File: config.mk
export PLATFORM = sky130hd
export DESIGN_NAME = instr_stream_encoder
export DESIGN_NICKNAME = d
export VERILOG_FILES = /design/src/rtl/instr_stream_encoder_pkg.sv /design/src/rtl/instr_stream_encoder_word_encode.sv /design/src/rtl/instr_stream_encoder.sv
export SDC_FILE = /design/constraint.sdc
export NUM_CORES = 1
export LEC_CHECK = 0
export CAP_MARGIN = 20
export CELL_PAD_IN_SITES_DETAIL_PLACEMENT = 1
export CELL_PAD_IN_SITES_GLOBAL_PLACEMENT = 1
export CORE_MARGIN = 2
export CORE_UTILIZATION = 36
export DETAILED_ROUTE_END_ITERATION = 8
export HOLD_SLACK_MARGIN = 0.15
export PLACE_DENSITY_LB_ADDON = 0.1
export SETUP_SLACK_MARGIN = 0.15
export SLEW_MARGIN = 20
export SYNTH_ARGS = -nofsm -noshare
export SYNTH_HDL_FRONTEND = slang
export SYNTH_SLANG_ARGS = --single-unit
File: constraint.sdc
create_clock -name clk -period 3.1 [get_ports clk]
set_clock_uncertainty 0.1 [all_clocks]
set_input_delay 0.62 -clock clk [delete_from_list [all_inputs] [get_ports clk]]
set_output_delay 0.62 -clock clk [all_outputs]
set_load 0.005 [all_outputs]
File: src/rtl/instr_stream_encoder_pkg.sv
`default_nettype none
// isa_defs: opcode/funct encodings shared with the control decoder, plus request kind codes.
// Rev 1.0
package isa_defs;

    localparam logic [5:0] OPC_RTYPE  = 6'b000000;
    localparam logic [5:0] OPC_LW     = 6'b100011;
    localparam logic [5:0] OPC_SW     = 6'b101011;
    localparam logic [5:0] OPC_BEQ    = 6'b000100;
    localparam logic [5:0] OPC_NANDI  = 6'b010000;
    localparam logic [5:0] OPC_BLEZAL = 6'b100100;
    localparam logic [5:0] OPC_J      = 6'b000010;
    localparam logic [5:0] OPC_JALPC  = 6'b011111;
    localparam logic [5:0] OPC_BALN   = 6'b011011;

    localparam logic [5:0] FN_ADD   = 6'b100000;
    localparam logic [5:0] FN_SUB   = 6'b100010;
    localparam logic [5:0] FN_AND   = 6'b100100;
    localparam logic [5:0] FN_OR    = 6'b100101;
    localparam logic [5:0] FN_SLT   = 6'b101010;
    localparam logic [5:0] FN_JMXOR = 6'b100011;
    localparam logic [5:0] FN_BRV   = 6'b010100;

    localparam logic [3:0] OP_ADD     = 4'd0;
    localparam logic [3:0] OP_SUB     = 4'd1;
    localparam logic [3:0] OP_AND     = 4'd2;
    localparam logic [3:0] OP_OR      = 4'd3;
    localparam logic [3:0] OP_SLT     = 4'd4;
    localparam logic [3:0] OP_JMXOR   = 4'd5;
    localparam logic [3:0] OP_BRV     = 4'd6;
    localparam logic [3:0] OP_LW      = 4'd7;
    localparam logic [3:0] OP_SW      = 4'd8;
    localparam logic [3:0] OP_BEQ     = 4'd9;
    localparam logic [3:0] OP_NANDI   = 4'd10;
    localparam logic [3:0] OP_BLEZAL  = 4'd11;
    localparam logic [3:0] OP_J       = 4'd12;
    localparam logic [3:0] OP_JALPC   = 4'd13;
    localparam logic [3:0] OP_BALN    = 4'd14;
    localparam logic [3:0] OP_ILLEGAL = 4'd15;

    typedef enum logic [1:0] {
        FMT_R    = 2'd0,
        FMT_I    = 2'd1,
        FMT_J    = 2'd2,
        FMT_NONE = 2'd3
    } word_fmt_t;

    typedef struct packed {
        word_fmt_t  fmt;
        logic [5:0] opcode;
        logic [5:0] funct;
    } op_info_t;

    function automatic op_info_t op_info(input logic [3:0] op);
        op_info_t info;
        case (op)
            OP_ADD:    info = '{FMT_R, OPC_RTYPE, FN_ADD};
            OP_SUB:    info = '{FMT_R, OPC_RTYPE, FN_SUB};
            OP_AND:    info = '{FMT_R, OPC_RTYPE, FN_AND};
            OP_OR:     info = '{FMT_R, OPC_RTYPE, FN_OR};
            OP_SLT:    info = '{FMT_R, OPC_RTYPE, FN_SLT};
            OP_JMXOR:  info = '{FMT_R, OPC_RTYPE, FN_JMXOR};
            OP_BRV:    info = '{FMT_R, OPC_RTYPE, FN_BRV};
            OP_LW:     info = '{FMT_I, OPC_LW, 6'b0};
            OP_SW:     info = '{FMT_I, OPC_SW, 6'b0};
            OP_BEQ:    info = '{FMT_I, OPC_BEQ, 6'b0};
            OP_NANDI:  info = '{FMT_I, OPC_NANDI, 6'b0};
            OP_BLEZAL: info = '{FMT_I, OPC_BLEZAL, 6'b0};
            OP_J:      info = '{FMT_J, OPC_J, 6'b0};
            OP_JALPC:  info = '{FMT_J, OPC_JALPC, 6'b0};
            OP_BALN:   info = '{FMT_J, OPC_BALN, 6'b0};
            default:   info = '{FMT_NONE, 6'b0, 6'b0};
        endcase
        return info;
    endfunction

endpackage
`default_nettype wire

File: src/rtl/instr_stream_encoder_word_encode.sv
`default_nettype none
// instr_word_encode: combinational request-to-MIPS-word encoder.
// Rev 1.0
module instr_word_encode
    import isa_defs::*;
(
    input  logic [3:0]  op,
    input  logic [4:0]  rs,
    input  logic [4:0]  rt,
    input  logic [4:0]  rd,
    input  logic [15:0] imm,
    input  logic [25:0] target,
    output logic [31:0] word,
    output logic        illegal
);

    op_info_t info;
    assign info = op_info(op);

    always_comb begin
        word    = '0;
        illegal = 1'b0;
        case (info.fmt)
            FMT_R:   word = {OPC_RTYPE, rs, rt, rd, 5'b0, info.funct};
            FMT_I:   word = {info.opcode, rs, rt, imm};
            FMT_J:   word = {info.opcode, target};
            default: illegal = 1'b1;
        endcase
    end

endmodule
`default_nettype wire

File: src/rtl/instr_stream_encoder.sv
`default_nettype none
// instr_stream_encoder: writes encoded instruction requests into memory, ending with a self-jump.
// Rev 1.0
module instr_stream_encoder
    import isa_defs::*;
#(
    parameter int ADDR_W    = 8,
    parameter int MEM_DEPTH = 256
)(
    input  logic              clk,
    input  logic              reset,
    input  logic              start,
    input  logic [ADDR_W-1:0] base_addr,
    input  logic              finish,
    input  logic              req_valid,
    output logic              req_ready,
    input  logic [3:0]        req_op,
    input  logic [4:0]        req_rs,
    input  logic [4:0]        req_rt,
    input  logic [4:0]        req_rd,
    input  logic [15:0]       req_imm,
    input  logic [25:0]       req_target,
    output logic              mem_we,
    output logic [ADDR_W-1:0] mem_addr,
    output logic [31:0]       mem_wdata,
    output logic [ADDR_W:0]   word_count,
    output logic              busy,
    output logic              done,
    output logic              err_illegal,
    output logic              err_overflow
);

    localparam logic [1:0] S_IDLE   = 2'd0;
    localparam logic [1:0] S_ACCEPT = 2'd1;
    localparam logic [1:0] S_TERM   = 2'd2;
    localparam logic [1:0] S_DONE   = 2'd3;

    // Pointer is one bit wider than the address so the last-word test never wraps.
    localparam logic [ADDR_W:0] LAST_PTR = (ADDR_W+1)'(MEM_DEPTH - 1);
    localparam logic [ADDR_W:0] ONE      = (ADDR_W+1)'(1);

    logic [1:0]      state;
    logic [ADDR_W:0] ptr;
    logic [31:0]     enc_word;
    logic            enc_illegal;
    logic            transfer;

    instr_word_encode u_encode (
        .op      (req_op),
        .rs      (req_rs),
        .rt      (req_rt),
        .rd      (req_rd),
        .imm     (req_imm),
        .target  (req_target),
        .word    (enc_word),
        .illegal (enc_illegal)
    );

    assign req_ready = (state == S_ACCEPT) && (ptr < LAST_PTR);
    assign transfer  = req_valid && req_ready;
    assign busy      = (state != S_IDLE);
    assign done      = (state == S_DONE);

    always_ff @(posedge clk or posedge reset) begin
        if (reset) begin
            state        <= S_IDLE;
            ptr          <= '0;
            mem_we       <= 1'b0;
            mem_addr     <= '0;
            mem_wdata    <= '0;
            word_count   <= '0;
            err_illegal  <= 1'b0;
            err_overflow <= 1'b0;
        end else begin
            mem_we <= 1'b0;
            case (state)
                S_IDLE: begin
                    if (start) begin
                        state        <= S_ACCEPT;
                        ptr          <= {1'b0, base_addr};
                        word_count   <= '0;
                        err_illegal  <= 1'b0;
                        err_overflow <= 1'b0;
                    end
                end
                S_ACCEPT: begin
                    if (transfer) begin
                        if (enc_illegal) begin
                            err_illegal <= 1'b1;
                        end else begin
                            mem_we     <= 1'b1;
                            mem_addr   <= ptr[ADDR_W-1:0];
                            mem_wdata  <= enc_word;
                            ptr        <= ptr + ONE;
                            word_count <= word_count + ONE;
                        end
                    end
                    if (req_valid && !req_ready) begin
                        err_overflow <= 1'b1;
                    end
                    if (finish) begin
                        state <= S_TERM;
                    end
                end
                S_TERM: begin
                    // Terminator jumps to its own address so the core parks there.
                    mem_we     <= 1'b1;
                    mem_addr   <= ptr[ADDR_W-1:0];
                    mem_wdata  <= {OPC_J, 26'(ptr[ADDR_W-1:0])};
                    ptr        <= ptr + ONE;
                    word_count <= word_count + ONE;
                    state      <= S_DONE;
                end
                S_DONE: begin
                    state <= S_IDLE;
                end
                default: begin
                    state <= S_IDLE;
                end
            endcase
        end
    end

endmodule
`default_nettype wire

==> results.cfg <==
[floorplan]
core_um2 = 10200
fp.dieArea_um2 = 11300
die_w_um = 106
die_h_um = 106
start_util_pct = 36.7
rows = 37
ioPinCount = 129

[cells_and_area]
regArea_um2 = 1580
fillers = 1177
antenna_cells = 0
flow.area_growth_from_synthesis_pct = 43.6
fin_cells = 680
final_layout_size_suffix_gt1_share_pct = 7.90
fin_util_pct = 52.7
final_area_um2 = 5400
layout_common_cells = clkdlybuf4s50_1, dfrtp_1, nand2_1
multi_input_comb_area_um2 = 1980
nNetsFinal = 623
final_common_cell = clkdlybuf4s50_1

[drt]
dr.pass1.iters = 4
drc = 0
ant_nets = 0
first_iter_violations = 135
wire_per_inst_um = 18.1
avgViaCountPerCell = 5.48
wirelength_um = 12300
vias = 3725

[worst_setup_path]
timing.rr.start = state[0]
cp_max_fo = 8
critPathBufInv = 1
slowest_stage = clkdlybuf4s50_1
critPathLaunch = ptr[5]
required_ps = 2380
cp_data_arrival_time_ps = 2090
end_kind = output port
path_cells = and3_4 > a31oi_4 > and2_1 > clkdlybuf4s50_1
crit_type = register to output port
cpPeakStageDelay_ps = 520
crit_family = buffers and inverters
start_kind = register

[power]
ir_drop_uv = 828
p_leak_nw = 2.22
power.internal_mw = 2.76
switching_power_mw = 2.01
p_total_mw = 4.77
clkPwrFrac_pct = 15.2
power_frac_seq_pct = 30.4
p_sw_share_pct = 42.2
combPwrFrac_pct = 54.4
p_per_area_nw_per_um2 = 884

[flow_run]
max_cap_viol_count = 0

[timing]
period_share_pct = 90.5
final-hold-violation-count = 0
fmax_mhz = 356
whs_ps = 383
rsz0062_at_grt = false
worst_pin_slew_ps = 1030
setup_viol = 0
slew_violations = 0
max_slew_margin_pct = 31.0
fin_crit_ps = 2810
final.setup.worst_slack_ps = 294
tns_ps = 0

[clock_network]
root_buffer = clkbuf_8
clkSlewWorstSetupHoldPaths_ps = 80
cts_sinks = 63
cts_inserted_buffers = 9
cts_buffer_depth = 2
htree_num_levels = 3
post_cts_resized = 0
ctsHoldBuffers = 0
clk_latency_ps = 340
tritoncts = yes
post_cts_buffers = 0

[synthesis]
yosysUniqueCellTypes = 46
syn_area_per_cell_um2 = 9.01
synth_area_um2 = 3760
synthFlopType = dfrtp_1
synth-edff-count = 0
async_flop_share_pct = 100
syn_inst = 417
syn_nets = 501
yosysSeqAreaShare_pct = 42.0
ys_warn_count = 0
ys_ff_latch = 63

[global_route]
grt_max_degree = 50
first_global_vias = 3931
grt_pass1_wl_um = 20100
gr-total-overflow = 0
grtUsageTotal_pct = 22.4
grt_antenna_before_repair = 0

[placement]
numPortBuffers = 128
place_ws_ps = 107
dpl.hpwl_um = 9000
postPlaceCellArea_um2 = 5200
routabilityCongestion = 0.862
dp.cells = 664

[status]
status = complete, no violations

[hold_path]
hold_class = register to register
min-delay-start = mem_wdata[16]
-- synth_stat cells, types with 3 or more instances --
cell	count	area, µm²
o21ai_0	34	170
dfrtp_1	63	1580
a22o_1	10	87.6
nor2_1	20	75.1
nand2b_1	6	37.5
mux2_1	4	45.0
o41ai_1	4	35.0
a21o_1	4	30.0
a21oi_1	37	185
o22ai_1	4	25.0
nor2b_1	9	56.3
a31oi_1	6	37.5
nand2_1	56	210
buf_1	3	11.3
clkbuf_1	15	56.3
mux2i_1	11	110
a22oi_1	7	52.6
mux2_2	5	56.3
o31ai_1	24	180
a221oi_1	7	61.3
inv_1	14	52.6
nand3_1	11	55.1
ha_1	10	125
nor3b_1	10	75.1
buf_2	12	60.1
nand4_1	3	18.8
nor3_1	4	20.0
-- sequential cells by signal (all words and copies together), names as in the netlist --
| name | cells |
|---|---|
| mem_wdata | 32 |
| err_overflow | 1 |
| mem_addr | 8 |
| state | 2 |
| mem_we | 1 |
| ptr | 9 |
| word_count | 9 |
| err_illegal | 1 |
-- final timing paths --
kind                                      end  slack, ps  cells after the start
worst min-delay path            mem_wdata[16]        380                      2
worst max register to register  word_count[7]        770                      7
worst max-delay path                req_ready        290                      4
worst min register to register  mem_wdata[16]        380                      2
min in group asynchronous         mem_addr[2]        540                      2
max in group asynchronous       mem_wdata[27]       1740                      3
-- worst register-to-register path, delay by kind of cell, from the launching register on --
| family | cells | cell delay [ps] |
|---|---|---|
| fa+ha+maj | 1 | 250 |
| simple gates | 3 | 610 |
| flops | 1 | 400 |
| buf+inv | 1 | 80 |
| compound gates | 2 | 790 |
-- power by group through the flow --
stage	Combinational (mW)	Sequential, mW	Clock, mW
detailed placement	2.61	1.47	0
global route	2.89	1.50	0.777
finish	2.59	1.45	0.727
global placement	2.51	1.46	0
floorplan	1.55	1.39	0
CTS	2.62	1.46	0.744
-- area by class of cell --
cell class              instances  share of cell area [%]
multi-input cells             308                    36.7
flip-flops and latches         63                    29.2
repair buffers                143                    26.3
well taps                     136                    3.15
clock buffers                   9                    2.30
clock inverters                 7                    1.32
inverters                      14                   0.974
-- cells by family (layout without fill, tap and decap cells) --
logic type                 Yosys count  count (layout)  synth area share [%]
and+or+nand+nor                    125             125                  16.2
AOI/OAI and AO/OA                  153             153                  27.6
DFF                                 63              63                  42.0
adders and majority gates           10              10                  3.33
muxes                               20              20                  5.63
buffers and inverters               46             173                  5.29
-- per-layer routing --
layer | global-route usage, % | share of wire (%) | up-vias
met2 | 38.4 | 48 | 91
met5 | 0 | 0 | -
met3 | 3.74 | 4.2 | 14
met1 | 28.7 | 46 | 1840
met4 | 7.52 | 1.5 | 0
li1 | - | - | 1780
No activity file was read; power rests on OpenSTA's default activity.
